### src/rtl/lsu_types.sv
// Shared LSU types: arbiter FSM state encoding and data-cache port widths.
package lsu_types;

  localparam int XLEN      = 32;
  localparam int DC_MASK_W = 4;

  typedef enum logic [1:0] {
    IDLE,
    WAIT_LD,
    WAIT_ST
  } lsq_arb_state_t;

  function automatic logic [XLEN-1:0] word_align(
    input logic [XLEN-1:0] addr
  );
    return {addr[XLEN-1:2], 2'b00};
  endfunction

endpackage

### src/rtl/lsq_dmem_arbiter.sv
// Store/load queue arbiter onto a single-outstanding data-cache port.
// Define LSQ_ARB_FAIRNESS_EN to bound store bursts while a load waits.
module lsq_dmem_arbiter
  import lsu_types::*;
#(
  parameter int STARVE_LIMIT = 4
) (
  input  logic                 clk,
  input  logic                 rst,
  input  logic                 backend_flush,
  input  logic                 stq_valid,
  output logic                 stq_ready,
  input  logic [XLEN-1:0]      stq_addr,
  input  logic [DC_MASK_W-1:0] stq_wmask,
  input  logic [XLEN-1:0]      stq_wdata,
  input  logic                 ldq_valid,
  output logic                 ldq_ready,
  input  logic [XLEN-1:0]      ldq_addr,
  input  logic [DC_MASK_W-1:0] ldq_rmask,
  output logic                 ldq_resp_valid,
  output logic [XLEN-1:0]      ldq_resp_rdata,
  output logic                 dc_valid,
  input  logic                 dc_ready,
  output logic [XLEN-1:0]      dc_addr,
  output logic [DC_MASK_W-1:0] dc_rmask,
  output logic [DC_MASK_W-1:0] dc_wmask,
  output logic [XLEN-1:0]      dc_wdata,
  input  logic                 dc_resp_valid,
  input  logic [XLEN-1:0]      dc_resp_rdata
);

  lsq_arb_state_t state, state_nxt;
  logic squash, squash_nxt;
  logic idle;
  logic starved;
  logic grant_st, grant_ld;
  logic xfer_st, xfer_ld;

  // Async reset forces IDLE, but inputs may still be valid, so gate on rst too.
  assign idle = (state == IDLE) && !rst;

`ifdef LSQ_ARB_FAIRNESS_EN
  localparam int CNT_W = $clog2(STARVE_LIMIT + 1);
  localparam logic [CNT_W-1:0] LIMIT = CNT_W'(STARVE_LIMIT);

  logic [CNT_W-1:0] starve_cnt, starve_nxt;

  assign starved = ldq_valid && (starve_cnt == LIMIT);

  always_comb begin
    starve_nxt = starve_cnt;
    if (!ldq_valid || xfer_ld)
      starve_nxt = '0;
    else if (xfer_st && (starve_cnt != LIMIT))
      starve_nxt = starve_cnt + 1'b1;
  end

  always_ff @(posedge clk or posedge rst) begin
    if (rst)
      starve_cnt <= '0;
    else
      starve_cnt <= starve_nxt;
  end
`else
  logic [31:0] unused_limit;

  assign unused_limit = 32'(STARVE_LIMIT);
  assign starved      = 1'b0;
`endif

  assign grant_st = stq_valid && !starved;
  assign grant_ld = !grant_st && ldq_valid && !backend_flush;

  always_comb begin
    dc_valid  = 1'b0;
    dc_addr   = '0;
    dc_rmask  = '0;
    dc_wmask  = '0;
    dc_wdata  = '0;
    stq_ready = 1'b0;
    ldq_ready = 1'b0;
    if (idle && grant_st) begin
      dc_valid  = 1'b1;
      dc_addr   = word_align(stq_addr);
      dc_wmask  = stq_wmask;
      dc_wdata  = stq_wdata;
      stq_ready = dc_ready;
    end else if (idle && grant_ld) begin
      dc_valid  = 1'b1;
      dc_addr   = word_align(ldq_addr);
      dc_rmask  = ldq_rmask;
      ldq_ready = dc_ready;
    end
  end

  // A requester handshake only happens together with the cache handshake.
  assign xfer_st = stq_ready;
  assign xfer_ld = ldq_ready;

  always_comb begin
    state_nxt      = state;
    squash_nxt     = squash;
    ldq_resp_valid = 1'b0;
    ldq_resp_rdata = '0;
    unique case (state)
      IDLE: begin
        if (xfer_st) begin
          state_nxt = WAIT_ST;
        end else if (xfer_ld) begin
          state_nxt  = WAIT_LD;
          squash_nxt = backend_flush;
        end
      end
      WAIT_LD: begin
        if (dc_resp_valid) begin
          state_nxt  = IDLE;
          squash_nxt = 1'b0;
          if (!squash && !backend_flush) begin
            ldq_resp_valid = 1'b1;
            ldq_resp_rdata = dc_resp_rdata;
          end
        end else if (backend_flush) begin
          squash_nxt = 1'b1;
        end
      end
      WAIT_ST: begin
        if (dc_resp_valid)
          state_nxt = IDLE;
      end
      default: begin
        state_nxt  = IDLE;
        squash_nxt = 1'b0;
      end
    endcase
  end

  always_ff @(posedge clk or posedge rst) begin
    if (rst) begin
      state  <= IDLE;
      squash <= 1'b0;
    end else begin
      state  <= state_nxt;
      squash <= squash_nxt;
    end
  end

endmodule

### config.mk
export PLATFORM = sky130hd
export DESIGN_NAME = lsq_dmem_arbiter
export DESIGN_NICKNAME = d
export VERILOG_FILES = /design/src/rtl/lsu_types.sv /design/src/rtl/lsq_dmem_arbiter.sv
export SDC_FILE = /design/constraint.sdc
export NUM_CORES = 1
export LEC_CHECK = 0
export CORE_AREA = 5 5 95 97
export DETAILED_ROUTE_END_ITERATION = 8
export DIE_AREA = 0 0 100 102
export GPL_TIMING_DRIVEN = 0
export PLACE_DENSITY = 0.66
export SLEW_MARGIN = 15
export SYNTH_ARGS = -nofsm -noshare
export SYNTH_HDL_FRONTEND = slang
export SYNTH_SLANG_ARGS = --single-unit
export TNS_END_PERCENT = 5
### constraint.sdc
create_clock -name clk -period 3.4 [get_ports clk]
set_input_delay 1.02 -clock clk [delete_from_list [all_inputs] [get_ports clk]]
set_output_delay 1.02 -clock clk [all_outputs]
set_load 0.01 [all_outputs]
==> reports/metrics.cfg <==
[placed_design]
gp_congestion = 0.787
place_ws_ps = -1000
dpl.hpwl_um = 7000
numPlacedInstances = 502
io_buffers = 244
placed_area_um2 = 3680

[synth]
async_flop_share = 1.00
syn_avg_cell_area_um2 = 7.27
ys_ff_latch = 3
dominantRegCellSynth = dfrtp_1
syn_inst = 152
synth.distinct_cells = 25
synth.most_common_cell = and2_1
synth_edf_count = 0
ys_top_cells_by_area = and2_1 41%, a22o_1 25%, dfrtp_1 6.8%
synthTopCellsByCount = 72 x and2_1, 31 x a22o_1, 10 x clkbuf_1
synth_area_um2 = 1100
yosys_warnings = 0
synth_top_area_frac = 0.408
ys_seq_area_frac = 0.0680
synth_top_cell_by_area = and2_1

[routing]
drt_pre_antenna_iters = 4
drc = 0
wl_per_cell_um = 15.4
ant_nets = 0
wirelength_um = 7960
num_vias = 2029
drt_iter0_drc = 31
via_per_inst = 3.94

[timing]
setup_ws_ps = 78.7
grt_setup_unrepaired = no
hold_viol = 0
final.min_clock_period_ps = 3320
fin_crit_sh = 0.977
clock_skew_ps = 1.84
finalSetupViolations = 0
max_clock_freq_ghz = 0.301
hold_ws_ps = 544
final_max_slew_viol_count = 0

[floorplan]
die_area_um2 = 10200
die_h_um = 102
ios = 251
die_w_um = 100
start_util = 0.137
core_um2 = 8050
rows = 33

[cts]
cts_tree = yes
clk_latency_ps = 220
htreeDepth = 1
clock_sinks = 3
cts_hold_buf = 0
clockBufferDepth = 2
clk_pin_slew_ps = 30
cts_buffers = 3
cts_root_buf = clkbuf_8

[worst_setup_path]
crit_path_top_delay_cell = dlygate4sd2_1
cpPeakStageDelay_ps = 300
crit_chain = clkdlybuf4s15_2, inv_2, and3_4, buf_6, clkbuf_4, and2_1, dlygate4sd2_1
r2r-start = state[0]
critPathCaptureType = primary output
worst-endpoint-required_ps = 2380
reg2reg_to = squash
cp_max_fo = 10
crit_arrival_ps = 2300
startpoint_type = primary input
crit_type = in2out
r2r_cells = 6
rrSetupSlack_ps = 1680

[global_route]
grt_pass1_wl_um = 11200
grt_usage = 0.136
grt_max_degree = 11
overflow = 0
grt_pass1_vias = 2073
antenna_found_initial = 0

[hold_path]
hold_path_end = state[1]
hold_start = state[1]
whs_path_depth = 1
min_path_type = reg2reg

[finish]
nNetsFinal = 557
instances_no_fill = 515
antenna_cells = 0
drive_gt1_frac = 0.180
nFillCells = 836
finalInstanceArea_um2 = 3640
syn_to_final_growth_pct = 230

[status]
status = finished clean

[pwr]
p_leak_nw = 1.91
p_per_area_nw_per_um2 = 206
peakVddDrop_v = 0.000127

[job]
drv_cap = 0

==> cell families after synthesis <==
group / share of synthesized area
AND/OR/NAND/NOR: 0.504
AO/OA/AOI/OAI: 0.271
adder cells (fa/ha/maj): 0.0340
flip-flops: 0.0679
multiplexers: 0.0136
buffers and inverters: 0.106
other: 0.00339
==> layer usage <==
metal  up-vias  global-route usage  part of all wire
li1       1027                   -                 -
met4         0              0.0176            0.0074
met1       879               0.143              0.35
met3         5              0.0478              0.11
met2       118               0.268              0.53
met5         -                   0                 0
==> layout by cell type, fill, tap and decap left out, types with 2 or more instances in the layout <==
cell type	Yosys	final
a21oi_1	2	2
a22o_1	31	31
and2_1	72	72
buf_2	1	36
buf_4	2	7
buf_6	3	7
clkbuf_2	0	2
clkbuf_4	0	5
clkbuf_8	0	5
clkdlybuf4s15_1	0	9
clkdlybuf4s15_2	0	2
clkdlybuf4s50_1	0	133
conb_1	1	2
dfrtp_1	3	3
dlygate4sd2_1	0	63
ha_1	3	3
inv_1	6	6
nand2_1	2	2
nor2_1	2	2
nor3_4	2	2
o21ai_0	2	2
==> area by class of cell <==
cell class	instances	area (µm²)	area share
multi-input combinational	127	930	0.255
sequential	3	75.1	0.0206
buffer	15	139	0.0381
tap	105	131	0.0360
inverter	7	26.3	0.00721
clock buffer	4	45.0	0.0124
timing repair buffer	254	2300	0.631
==> worst max path at each step <==
stage                              from           endpoint  slack [ps]  depth (start not counted)
after CTS                 backend_flush        dc_addr[19]           9                          7
final                               rst        dc_wdata[1]          80                          7
after global placement              rst        dc_wdata[8]       -1020                          8
after floorplan               stq_valid        dc_addr[10]         340                          4
after detailed placement            rst       dc_wdata[14]       -1000                          8
after global routing      dc_resp_valid  ldq_resp_rdata[8]           2                          7
==> critical path: cells and delay by family <==
family	cells	cell delay [ps]
buffers and inverters	5	930
AND/OR/NAND/NOR	2	350
==> repair_timing <==
action / 4_1_cts / 5_1_grt
endpoints found under the setup margin: 106 / 35
pin swaps: 3 / 1
cloned: 3 / 0
resized for setup: 261 / 3
buffers inserted: 7 / 0
==> sequential cells by signal (all words and copies together) (netlist names) <==
name    flops
state       2
squash      1
==> stage by stage <==
| step | util | setup TNS, ps | total power, mW |
|---|---|---|---|
| 2_1_floorplan | - | 0 | 0.311 |
| 3_3_place_gp | 0.457 | -83750 | 0.690 |
| 3_5_place_dp | 0.457 | -83690 | 0.700 |
| 4_1_cts | 0.452 | 0 | 0.761 |
| 5_1_grt | 0.453 | 0 | 0.806 |
| 6_report | 0.453 | 0 | 0.750 |
==> power by group <==
group          internal [mW]  switching, mW  total [mW]  leakage (nW)
Sequential            0.0489         0.0118      0.0607        0.0391
Clock                 0.0799         0.0231       0.103        0.0228
Combinational          0.349          0.237       0.586          1.85
Total                  0.478          0.272       0.750          1.91
(Power assumes the default switching activity.)
